File: config.mk
export PLATFORM = sky130hd
export DESIGN_NAME = ysyx_22050039_fetch_unit
export DESIGN_NICKNAME = d
export VERILOG_FILES = /design/src/rtl/ysyx_22050039_fetch_unit.sv
export SDC_FILE = /design/constraint.sdc
export NUM_CORES = 1
export LEC_CHECK = 0
export BUFFER_PORTS_ARGS = -buffer_cell sky130_fd_sc_hd__buf_2
export CAP_MARGIN = 20
export CORE_UTILIZATION = 43
export CTS_CLUSTER_DIAMETER = 100
export DETAILED_ROUTE_END_ITERATION = 7
export PLACE_DENSITY = 0.7
export SETUP_SLACK_MARGIN = 0.3
export SLEW_MARGIN = 25
export SYNTH_ARGS = -nofsm -noshare
export SYNTH_HDL_FRONTEND = slang
export SYNTH_SLANG_ARGS = --single-unit
File: constraint.sdc
create_clock -name clk -period 4.44 [get_ports clk]
set_input_delay 0.222 -clock clk [delete_from_list [all_inputs] [get_ports clk]]
set_output_delay 0.222 -clock clk [all_outputs]
set_load 0.01 [all_outputs]
File: src/rtl/ysyx_22050039_fetch_unit.sv
// rtl/ysyx_22050039_fetch_unit.sv - sequential instruction fetch with a PC-tagged fetch queue
module ysyx_22050039_fetch_unit #(
    parameter int              XLEN     = 64,
    parameter int              ILEN     = 32,
    parameter logic [XLEN-1:0] RESET_PC = 64'h80000000,
    parameter int              FQ_DEPTH = 4,
    parameter int              PC_STEP  = 4
) (
    input  logic                      clk,
    input  logic                      rst,
    input  logic                      redirect_valid,
    input  logic [XLEN-1:0]           redirect_pc,
    output logic                      imem_req_valid,
    input  logic                      imem_req_ready,
    output logic [XLEN-1:0]           imem_req_addr,
    input  logic                      imem_resp_valid,
    input  logic [ILEN-1:0]           imem_resp_data,
    output logic                      out_valid,
    input  logic                      out_ready,
    output logic [XLEN-1:0]           out_pc,
    output logic [ILEN-1:0]           out_inst,
    output logic [$clog2(FQ_DEPTH):0] fq_count
);

    localparam int PW = $clog2(FQ_DEPTH);
    localparam int CW = PW + 1;
    localparam logic [CW-1:0] DEPTH_C = CW'(FQ_DEPTH);

    localparam logic [1:0] S_REQ   = 2'd0;
    localparam logic [1:0] S_WAIT  = 2'd1;
    localparam logic [1:0] S_FLUSH = 2'd2;

    logic [1:0]      state_q, state_d;
    logic [XLEN-1:0] fetch_pc_q, fetch_pc_d;
    logic [XLEN-1:0] req_pc_q, req_pc_d;
    logic [PW-1:0]   rd_ptr_q, rd_ptr_d;
    logic [PW-1:0]   wr_ptr_q, wr_ptr_d;
    logic [CW-1:0]   count_q, count_d;

    logic [XLEN-1:0] pc_mem   [FQ_DEPTH];
    logic [ILEN-1:0] inst_mem [FQ_DEPTH];

    logic req_fire;
    logic enq;
    logic deq;
    logic unused_redirect_lsbs;

    assign unused_redirect_lsbs = ^redirect_pc[1:0];

    assign imem_req_valid = (state_q == S_REQ) && (count_q < DEPTH_C) && !redirect_valid && !rst;
    assign imem_req_addr  = fetch_pc_q;
    assign req_fire       = imem_req_valid && imem_req_ready;

    // Only a response in WAIT belongs to a live request; REQ/FLUSH arrivals are dropped.
    assign enq       = (state_q == S_WAIT) && imem_resp_valid && !redirect_valid;
    assign out_valid = (count_q != '0);
    assign deq       = out_valid && out_ready && !redirect_valid;

    assign out_pc   = pc_mem[rd_ptr_q];
    assign out_inst = inst_mem[rd_ptr_q];
    assign fq_count = count_q;

    always_comb begin
        state_d    = state_q;
        fetch_pc_d = fetch_pc_q;
        req_pc_d   = req_pc_q;
        if (redirect_valid) begin
            fetch_pc_d = {redirect_pc[XLEN-1:2], 2'b00};
            case (state_q)
                // A response landing in the redirect cycle retires the outstanding request.
                S_WAIT, S_FLUSH: state_d = imem_resp_valid ? S_REQ : S_FLUSH;
                default:         state_d = S_REQ;
            endcase
        end else begin
            case (state_q)
                S_REQ: begin
                    if (req_fire) begin
                        req_pc_d   = fetch_pc_q;
                        fetch_pc_d = fetch_pc_q + XLEN'(PC_STEP);
                        state_d    = S_WAIT;
                    end
                end
                S_WAIT, S_FLUSH: begin
                    if (imem_resp_valid) begin
                        state_d = S_REQ;
                    end
                end
                default: state_d = S_REQ;
            endcase
        end
    end

    always_comb begin
        rd_ptr_d = rd_ptr_q;
        wr_ptr_d = wr_ptr_q;
        count_d  = count_q;
        if (redirect_valid) begin
            rd_ptr_d = '0;
            wr_ptr_d = '0;
            count_d  = '0;
        end else begin
            if (enq) begin
                wr_ptr_d = wr_ptr_q + PW'(1);
            end
            if (deq) begin
                rd_ptr_d = rd_ptr_q + PW'(1);
            end
            case ({enq, deq})
                2'b10:   count_d = count_q + CW'(1);
                2'b01:   count_d = count_q - CW'(1);
                default: count_d = count_q;
            endcase
        end
    end

    always_ff @(posedge clk) begin
        if (rst) begin
            state_q    <= S_REQ;
            fetch_pc_q <= RESET_PC;
            req_pc_q   <= RESET_PC;
            rd_ptr_q   <= '0;
            wr_ptr_q   <= '0;
            count_q    <= '0;
        end else begin
            state_q    <= state_d;
            fetch_pc_q <= fetch_pc_d;
            req_pc_q   <= req_pc_d;
            rd_ptr_q   <= rd_ptr_d;
            wr_ptr_q   <= wr_ptr_d;
            count_q    <= count_d;
        end
    end

    always_ff @(posedge clk) begin
        if (enq) begin
            pc_mem[wr_ptr_q]   <= req_pc_q;
            inst_mem[wr_ptr_q] <= imem_resp_data;
        end
    end

endmodule
Word level (Yosys, flattened, before mapping)
Memory sizes are Yosys's and may differ from the RTL's. A register that Yosys moved wholly into a read port is not among the register bits.
Index checks and enable logic that the tools add are counted.

cells by class
  equality and inequality tests = 6
  reductions and logical operators = 21
  $add $sub $neg = 5
  bitwise gates (word level) = 1
  multiplexer cells = 16
  magnitude comparators = 1

operator list
  operator               count
  $mux 64                3
  $add 64x3->64 const B  1
  $mux 2                 9
  $logic_and 1x1->1      8
  $ne 3x3->1 const B     2
  $pmux 3 s2             1
  $reduce_and 2->1       3
  $reduce_bool 2->1      3
  $add 2x1->2 const B    2
  $eq 2x1->1 const B     2
  $eq 2x2->1 const B     2
  $pmux 2 s2             1
  $reduce_or 2->1        2
  $add 3x1->3 const B    1
  $lt 3x3->1 const B     1
  $reduce_and 3->1       1
  $reduce_bool 3->1      1
  $sub 3x1->3 const B    1
  $logic_not 1->1        2
  $logic_not 2->1        1
  $mux 1                 2
  $not 1->1              1

storage, ports and cells
  logic and storage cells = 59
  output and inout port bits = 165
  flip-flop bits (word level) = 137
  memories = 2
  bits of input ports = 102
  RAM bits = 384

memory list
  name      depth  width  rd ports  clocked after Yosys merged registers in  wr ports  line  source
  pc_mem    4      64     1         1                                        1         40    logic [XLEN-1:0] pc_mem [FQ_DEPTH];
  inst_mem  4      32     1         1                                        1         41    logic [ILEN-1:0] inst_mem [FQ_DEPTH];

Logic depth before layout (Yosys ltp)
Gate-level depths: netlist of run 1.

  depth after elaboration = 8
  depth in mapped cells = 11
  depth with buffers taken out = 11

Worst setup path before layout of run 1
OpenSTA, ideal clock, no wires.

  path type = input port to flip-flop
  start = in redirect_valid
  end = mem inst_mem[0][0], enable pin
  data required time = 3.977 ns
  path slack = 0.971 ns
  arrival time = 3.006 ns
  cell stages on the path = 4
  setup time = 0.463 ns
  path buffers = 2
  path through = clkbuf_1 > clkbuf_1 > nor2_1 > and2_1

on the way
  longest elaborated chain between the ends = 4

RTL lines
  element                       line  source
  start, declared               11    input logic redirect_valid,
  $logic_not 1->1               55    assign enq = (state_q == S_WAIT) && imem_resp_valid && !redirect_valid;
  $logic_and 1x1->1             55
  $mux 1                        135   if (enq) begin
  $mux 1 (implied by the code)  137   inst_mem[wr_ptr_q] <= imem_resp_data;
  end, declared                 41

Every way passes these cells.

Final worst setup path of run 1
  start = reg fetch_pc_q[2] (netlist: imem_req_addr[2])
  end = reg fetch_pc_q[54] (netlist: imem_req_addr[54])

on the way
  longest elaborated chain between the ends = 4

RTL lines
  element                 line  source
  start, declared         34    logic [XLEN-1:0] fetch_pc_q, fetch_pc_d;
  start signal, assigned  126   fetch_pc_q <= fetch_pc_d;
  $add 64x3->64           79    fetch_pc_d = fetch_pc_q + XLEN'(PC_STEP);
  $mux 64                 77    if (req_fire) begin
  $mux 64                 75    case (state_q)
  $mux 64                 67    if (redirect_valid) begin

Every way passes these cells. The select of a mux whose other input is x is not followed.
A chain may end at the register's enable or synchronous reset.

==> metrics.yaml, run 1 <==
run_status:
  outcome: "complete, no violations"
global_routing:
  overflow: 0
  grt_pass1_vias: 13000
  antenna_found_initial: 3
  grt_pass1_wl_um: 78100
  grt_max_degree: 95
  grt_use_total: 0.219
placed_design:
  place_hpwl_um: 33100
  portBuffers: 260
  place_congestion: 0.888
  placed_area_sq_um: 22200
  dp_slack_ps: 1640
routing:
  ant_nets: 0
  drt_wl_total_um: 52600
  vias: 13300
  drt-initial-drc-count: 1209
  via_per_inst: 5.60
  drtPass1Iterations: 5
  routedWlPerCell_um: 22.2
  drc: 0
logic_synthesis:
  synth_edf_count: 376
  netlist_area_sq_um: 20200
  synth_most_common_cell: "edfxtp_1"
  synth_common_cells: "edfxtp_1 (376), nand2_1 (194), dfxtp_1 (135)"
  yosysSeqAreaShare: 0.692
  synthArstFlopShare: 0
  synthCells: 1371
  synth-main-ff-cell: "edfxtp_1"
  syn_avg_cell_area_sq_um: 14.7
  synth_seq_cells: 511
  synth_top_area_frac: 0.558
  ys_types: 68
  synthTopCellsByArea: "edfxtp_1 (56%), dfxtp_1 (13%), mux4_2 (10%)"
  yosysTopAreaCell: "edfxtp_1"
  synth_warnings: 0
clock_tree:
  cts_tree: "built"
  clk_pin_slew_ps: 60
  cts_buffers: 52
  cts_sinks: 511
  clk_latency_ps: 590
  postCtsHoldBufs: 91
  cts_htree_levels: 2
  clockBufferDepth: 3
  cts_root_buffer: "clkbuf_16"
  post-cts-setup-buffers: 0
  cts_resized: 0
die:
  die_w_um: 219
  start_util: 0.435
  die_h_um: 219
  core-area_sq_um: 46500
  ios: 267
  rows: 79
  dieArea_sq_um: 47900
critical_path:
  cp.arrival_ps: 3350
  crit_path_start_kind: "register"
  required_ps: 4910
  endpoint_kind: "register"
  crit_fanout: 7
  critical_path_class: "reg2reg"
sta:
  layout_setup_ws_ps: 1560
  max_freq_mhz: 347
  finalSetupTns_ps: 0
  worst_slew_pin_slew_ps: 1010
  finalHoldViolCount: 0
  final.min_clock_period_ps: 2880
  rsz0062_at_grt: "no"
  clock_skew_ps: 14.9
  period_share: 0.648
  whs_ps: 72.4
  slew_headroom: 0.324
  setup_viol: 0
  drv_slew: 0
power:
  ir_drop_v: 0.000366
  power_density_nw_per_um2: 402
  finalPower_w: 0.00999
  power.leakage_nw: 8.05
finish:
  nNetsFinal: 1831
  syn_to_final_growth_pct: 22.9
  drive_gt1_frac: 0.272
  fin_area_sq_um: 24800
hold_path:
  hp-class: "in2reg"
job:
  cap_violations: 0
[power breakdown]
group | switching [W] | internal [W]
combinational | 0.000252 | 0.000192
clock | 0.00180 | 0.00249
sequential | 0.000106 | 0.00515
[flip-flops by register name (all words and copies together), names as in the netlist, named ones only]
register and cells:
imem_req_addr 62, inst_mem 128, req_pc_q 62, pc_mem 248, fq_count 3, state_q 2
wr_ptr_q 2, rd_ptr_q 2
[path summary, 6_finish.rpt]
| path | start | to | slack (ps) | cells after the start |
|---|---|---|---|---|
| hold / removal | redirect_pc[61] | imem_req_addr[61] | 70 | 3 |
| setup reg to reg | imem_req_addr[2] | imem_req_addr[54] | 1560 | 6 |
| hold reg to reg | req_pc_q[60] | req_pc_q[60] | 490 | 2 |
| setup / recovery | imem_req_addr[2] | imem_req_addr[54] | 1560 | 6 |
[cell type report]
class,instances,area [sq um]
flip-flops and latches,511,14000
clock inverters,22,175
inverters,17,63.8
well taps,607,759
repair buffers,373,2450
multi-input cells,765,5870
diodes,2,5.00
clock buffers,76,1520
fillers,3824,21600
[layer usage]
layer	up-vias	wire length [um]	part of all wire	global-route usage
li1	6031	-	-	-
met1	6610	21800	0.41	0.294
met2	558	24800	0.47	0.349
met3	91	4590	0.087	0.0541
met4	0	1460	0.028	0.0697
met5	-	0	0	0
[through the flow]
| step | cells | utilization |
|---|---|---|
| after floorplan | 1374 | - |
| after global placement | 2182 | 0.479 |
| after CTS | 2371 | 0.535 |
| final | 2373 | 0.535 |
| after global routing | 2372 | 0.535 |
| after detailed placement | 2182 | 0.479 |
[worst max-delay path: stages, from the launching register on]
cell and delay (ps):
dfxtp_1 440, ha_1 260, nand4_1 310, nor3_1 910
and4_1 420, nor2_1 70, or3_1 360
[logic make-up (layout without fill, tap and decap cells)]
group / Yosys count / count (layout) / synth area share
buffers and inverters: 98 / 488 / 0.0191
muxes: 99 / 99 / 0.107
and+or+nand+nor: 453 / 453 / 0.110
adders and majority gates: 9 / 9 / 0.00594
other: 1 / 6 / 0.000185
xor gates and xnor gates: 21 / 21 / 0.00910
AOI/OAI and AO/OA: 179 / 179 / 0.0559
DFF: 511 / 511 / 0.692
[cells in the final DEF, fill, tap and decap left out, types with 8 or more instances in the layout]
| master | count |
|---|---|
| ha_1 | 8 |
| dlygate4sd3_1 | 91 |
| a211oi_1 | 16 |
| o211ai_1 | 10 |
| xnor2_1 | 9 |
| nand2_1 | 193 |
| clkbuf_16 | 55 |
| and4_1 | 12 |
| o21ai_0 | 13 |
| clkbuf_1 | 15 |
| dfxtp_1 | 133 |
| nor2_1 | 66 |
| inv_1 | 15 |
| nor4_1 | 17 |
| buf_4 | 17 |
| or4_1 | 8 |
| edfxtp_1 | 376 |
| nor3_1 | 19 |
| clkinv_2 | 11 |
| a311oi_1 | 8 |
| a31oi_1 | 12 |
| nand4_1 | 33 |
| or3_1 | 14 |
| a21oi_1 | 88 |
| xor2_1 | 12 |
| nand3_1 | 40 |
| mux4_2 | 94 |
| buf_2 | 259 |
| and3_1 | 11 |
(Power assumes the default switching activity.)
==> run 2, diff against run 1 <==
--- a/config.mk
+++ b/config.mk
@@ -5,12 +5,13 @@
 export SDC_FILE = /design/constraint.sdc
 export NUM_CORES = 1
 export LEC_CHECK = 0
+export ABC_AREA = 1
 export BUFFER_PORTS_ARGS = -buffer_cell sky130_fd_sc_hd__buf_2
 export CAP_MARGIN = 20
 export CORE_UTILIZATION = 43
 export CTS_CLUSTER_DIAMETER = 100
 export DETAILED_ROUTE_END_ITERATION = 7
-export PLACE_DENSITY = 0.7
+export PLACE_DENSITY = 0.73
 export SETUP_SLACK_MARGIN = 0.3
 export SLEW_MARGIN = 25
 export SYNTH_ARGS = -nofsm -noshare
==> constraint.sdc (replaced) <==
create_clock -name clk -period 2.3 [get_ports clk]
set_input_delay 0.115 -clock clk [delete_from_list [all_inputs] [get_ports clk]]
set_output_delay 0.115 -clock clk [all_outputs]
set_load 0.01 [all_outputs]
==> run 2 against run 1 <==
- combinational power is 120% higher
- die area is 5.0% higher
- critical path type is now reg2out
- largest cell class unchanged
- power is 99% higher
- register-to-register slack worse by 1200 ps
==> metrics.yaml, run 2 <==
finish:
  mostFrequentLayoutCell: "edfxtp_1"
  biggestRegsByFlops: "pc_mem (248), inst_mem (128)"
  nNetsFinal: 2600  # +42%
  syn_to_final_growth_pct: 31.7
  regMostFlops: "pc_mem"
  mostFrequentLayoutCells: "edfxtp_1 (376), nand2_1 (331), nor2_1 (326)"
  diodes: 0  # -2
  largest_reg_flops: 248  # unchanged
  drive_gt1_frac: 0.243  # -0.0286
  multi_input_area_sq_um: 6700  # +14%
  n_fill_cell: 4026  # +5.3%
  regArea_sq_um: 14000  # +0.12%
logic_synthesis:
  synth-main-ff-cell: "edfxtp_1"
  synth_top_area_frac: 0.532  # -0.0269
  netlist_area_sq_um: 21200  # +5.1%
  synthArstFlopShare: 0  # unchanged
  synth_most_common_cell: "edfxtp_1"
  synth_edf_count: 376  # unchanged
  yosysTopAreaCell: "edfxtp_1"
  synth_seq_cells: 511  # unchanged
  yosysSeqAreaShare: 0.659  # -0.0333
  syn_avg_cell_area_sq_um: 10.2  # -31%
  synth_common_cells: "edfxtp_1 (376), nor2_1 (351), nand2_1 (333)"
  ys_types: 51  # -25%
  synth_warnings: 0  # unchanged
  synthCells: 2075  # +51%
  synthTopCellsByArea: "edfxtp_1 (53%), dfxtp_1 (13%), nor2_1 (6.2%)"
routing:
  vias: 17500  # +32%
  drc: 0  # unchanged
  routedWlPerCell_um: 21.8  # -1.6%
  wl_met1_um: 28700  # +32%
  drt-initial-drc-count: 1894  # +57%
  wl_met3_um: 6100  # +33%
  ant_nets: 0  # unchanged
  drt_wl_total_um: 69700  # +32%
  drtPass1Iterations: 8  # +3
  topRoutingLayerUsed: "met4"
  via_per_inst: 5.49  # -2.0%
  wl_met2_um: 32800  # +32%
global_routing:
  grt_use_total: 0.256  # +0.0373
  antenna_found_initial: 0  # -3
  grt_max_degree: 66  # -31%
  overflow: 0  # unchanged
  grt_pass1_vias: 16200  # +24%
  grt_pass1_wl_um: 96600  # +24%
power:
  power.leakage_nw: 10.5  # +31%
  ir_drop_v: 0.000495  # +35%
  power_density_nw_per_um2: 712  # +77%
die:
  start_util: 0.435  # about the same
  ios: 267  # unchanged
  core-area_sq_um: 48800  # +5.1%
  dieArea_sq_um: 50300  # +5.0%
  die_h_um: 224  # +2.5%
  rows: 81  # +2.5%
  die_w_um: 224  # +2.5%
sta:
  drv_slew: 0  # unchanged
  clock_skew_ps: 24.1  # +9.19 ps
  layout_setup_ws_ps: 168  # -1390 ps
  final.min_clock_period_ps: 2130
  slew_headroom: 0.468  # +0.144
  period_share: 0.927
  finalHoldViolCount: 0  # unchanged
  worst_slew_pin_slew_ps: 798  # -209 ps
  setup_viol: 0  # unchanged
  max_freq_mhz: 469
  whs_ps: 69.7  # -2.68 ps
  rsz0062_at_grt: "yes"
placed_design:
  place_congestion: 0.925  # +4.1%
  dp_slack_ps: 287  # -1350 ps
  portBuffers: 260  # unchanged
  place_hpwl_um: 39900  # +20%
critical_path:
  required_ps: 2180  # -2730 ps
  endpoint_kind: "primary output"
  critical_path_class: "reg2out"
  slowest_stage: "dfxtp_4"
  worstPathCellList: "clkbuf_16 > buf_16 > o21ai_0 > o22ai_1 > buf_2"
  cp.arrival_ps: 2020  # -1330 ps
  slowest_delay_ps: 420  # -490 ps
  crit_fanout: 30  # +23
  crit_path_start_kind: "register"
clock_tree:
  cts_sinks: 511  # unchanged
  cts_tree: "built"
  clk_latency_ps: 600  # about the same
  cts_htree_levels: 2  # unchanged
  cts_root_buffer: "clkbuf_16"
  clockBufferDepth: 3  # unchanged
  clk_pin_slew_ps: 70  # about the same
  cts_buffers: 51  # -1.9%
job:
  cap_violations: 0  # unchanged
run_status:
  outcome: "complete, no violations"
hold_path:
  hp-class: "in2reg"
## run 2: cell types whose count changed after synthesis, sizes merged, moves of 37 or more
cell	change
nor2	+308
o21ai	+232
nand2	+150
inv	+110
mux4	-94
o22ai	+94
nand3	+37
## run 2: layout make-up
cell class                 instances  share of cell area
clock inverter                    40              0.0158
inverter                         128              0.0187
multi-input combinational       1324               0.240
timing repair inverter             5             0.00201
sequential                       511               0.501
timing repair buffer             468               0.145
tap                              664              0.0297
clock buffer                      55              0.0477
## run 2: kinds of logic after synthesis
kind of cell | after synthesis | share of synthesized area
simple gates | 843 | 0.167
flops | 511 | 0.659
compound gates | 461 | 0.119
buf+inv | 243 | 0.0463
fa+ha+maj | 9 | 0.00565
xor+xnor | 7 | 0.00289
other cells | 1 | 0.000177
## run 2: worst max-delay path, delay by kind of cell (launching register included)
family,cells,cell delay (ps)
AOI/OAI and AO/OA,2,400
buffers and inverters,3,560
DFF,1,420
## run 2: path summary, 6_finish.rpt
kind / start / endpoint / slack (ps) / cells past startpoint
max: register / out_pc[14] / 170 / 5
min: redirect_pc[6] / imem_req_addr[6] / 70 / 3
max reg2reg: state_q[1] / fq_count[2] / 360 / 12
min reg2reg: state_q[1] / state_q[1] / 460 / 2
## run 2: per-stage QoR
step | TNS (ps) | power [W] | utilization | instances | area (sq um)
final | 0 | 0.0199 | 0.573 | 3195 | 28000
after global routing | 0 | 0.0205 | 0.573 | 3195 | 28000
after CTS | 0 | 0.0199 | 0.555 | 3168 | 27100
after detailed placement | 0 | 0.0111 | 0.484 | 2949 | 23600
after global placement | 0 | 0.0111 | 0.484 | 2949 | 23600
after floorplan | -92330 | 0.0107 | - | 2078 | 21300
## run 2: routing by layer
metal,global-route usage,up-vias
met2,0.415,878
li1,-,8078
met1,0.346,8460
met5,0,-
met3,0.0456,128
met4,0.0895,0
## run 2: power by group
| part | switching [W] | internal, W |
|---|---|---|
| logic | 0.000573 | 0.000421 |
| registers | 0.000173 | 0.00996 |
| clock network | 0.00365 | 0.00513 |
## run 2: what timing repair did
item | 4_1_cts | 5_1_grt
gates resized for setup | 56 | 188
hold buffers | 100 | 0
gates cloned | 13 | 23
hold endpoints to repair | 199 | 0
buffers inserted | 11 | 4
setup endpoints to repair | 95 | 117
pin swaps | 6 | 34
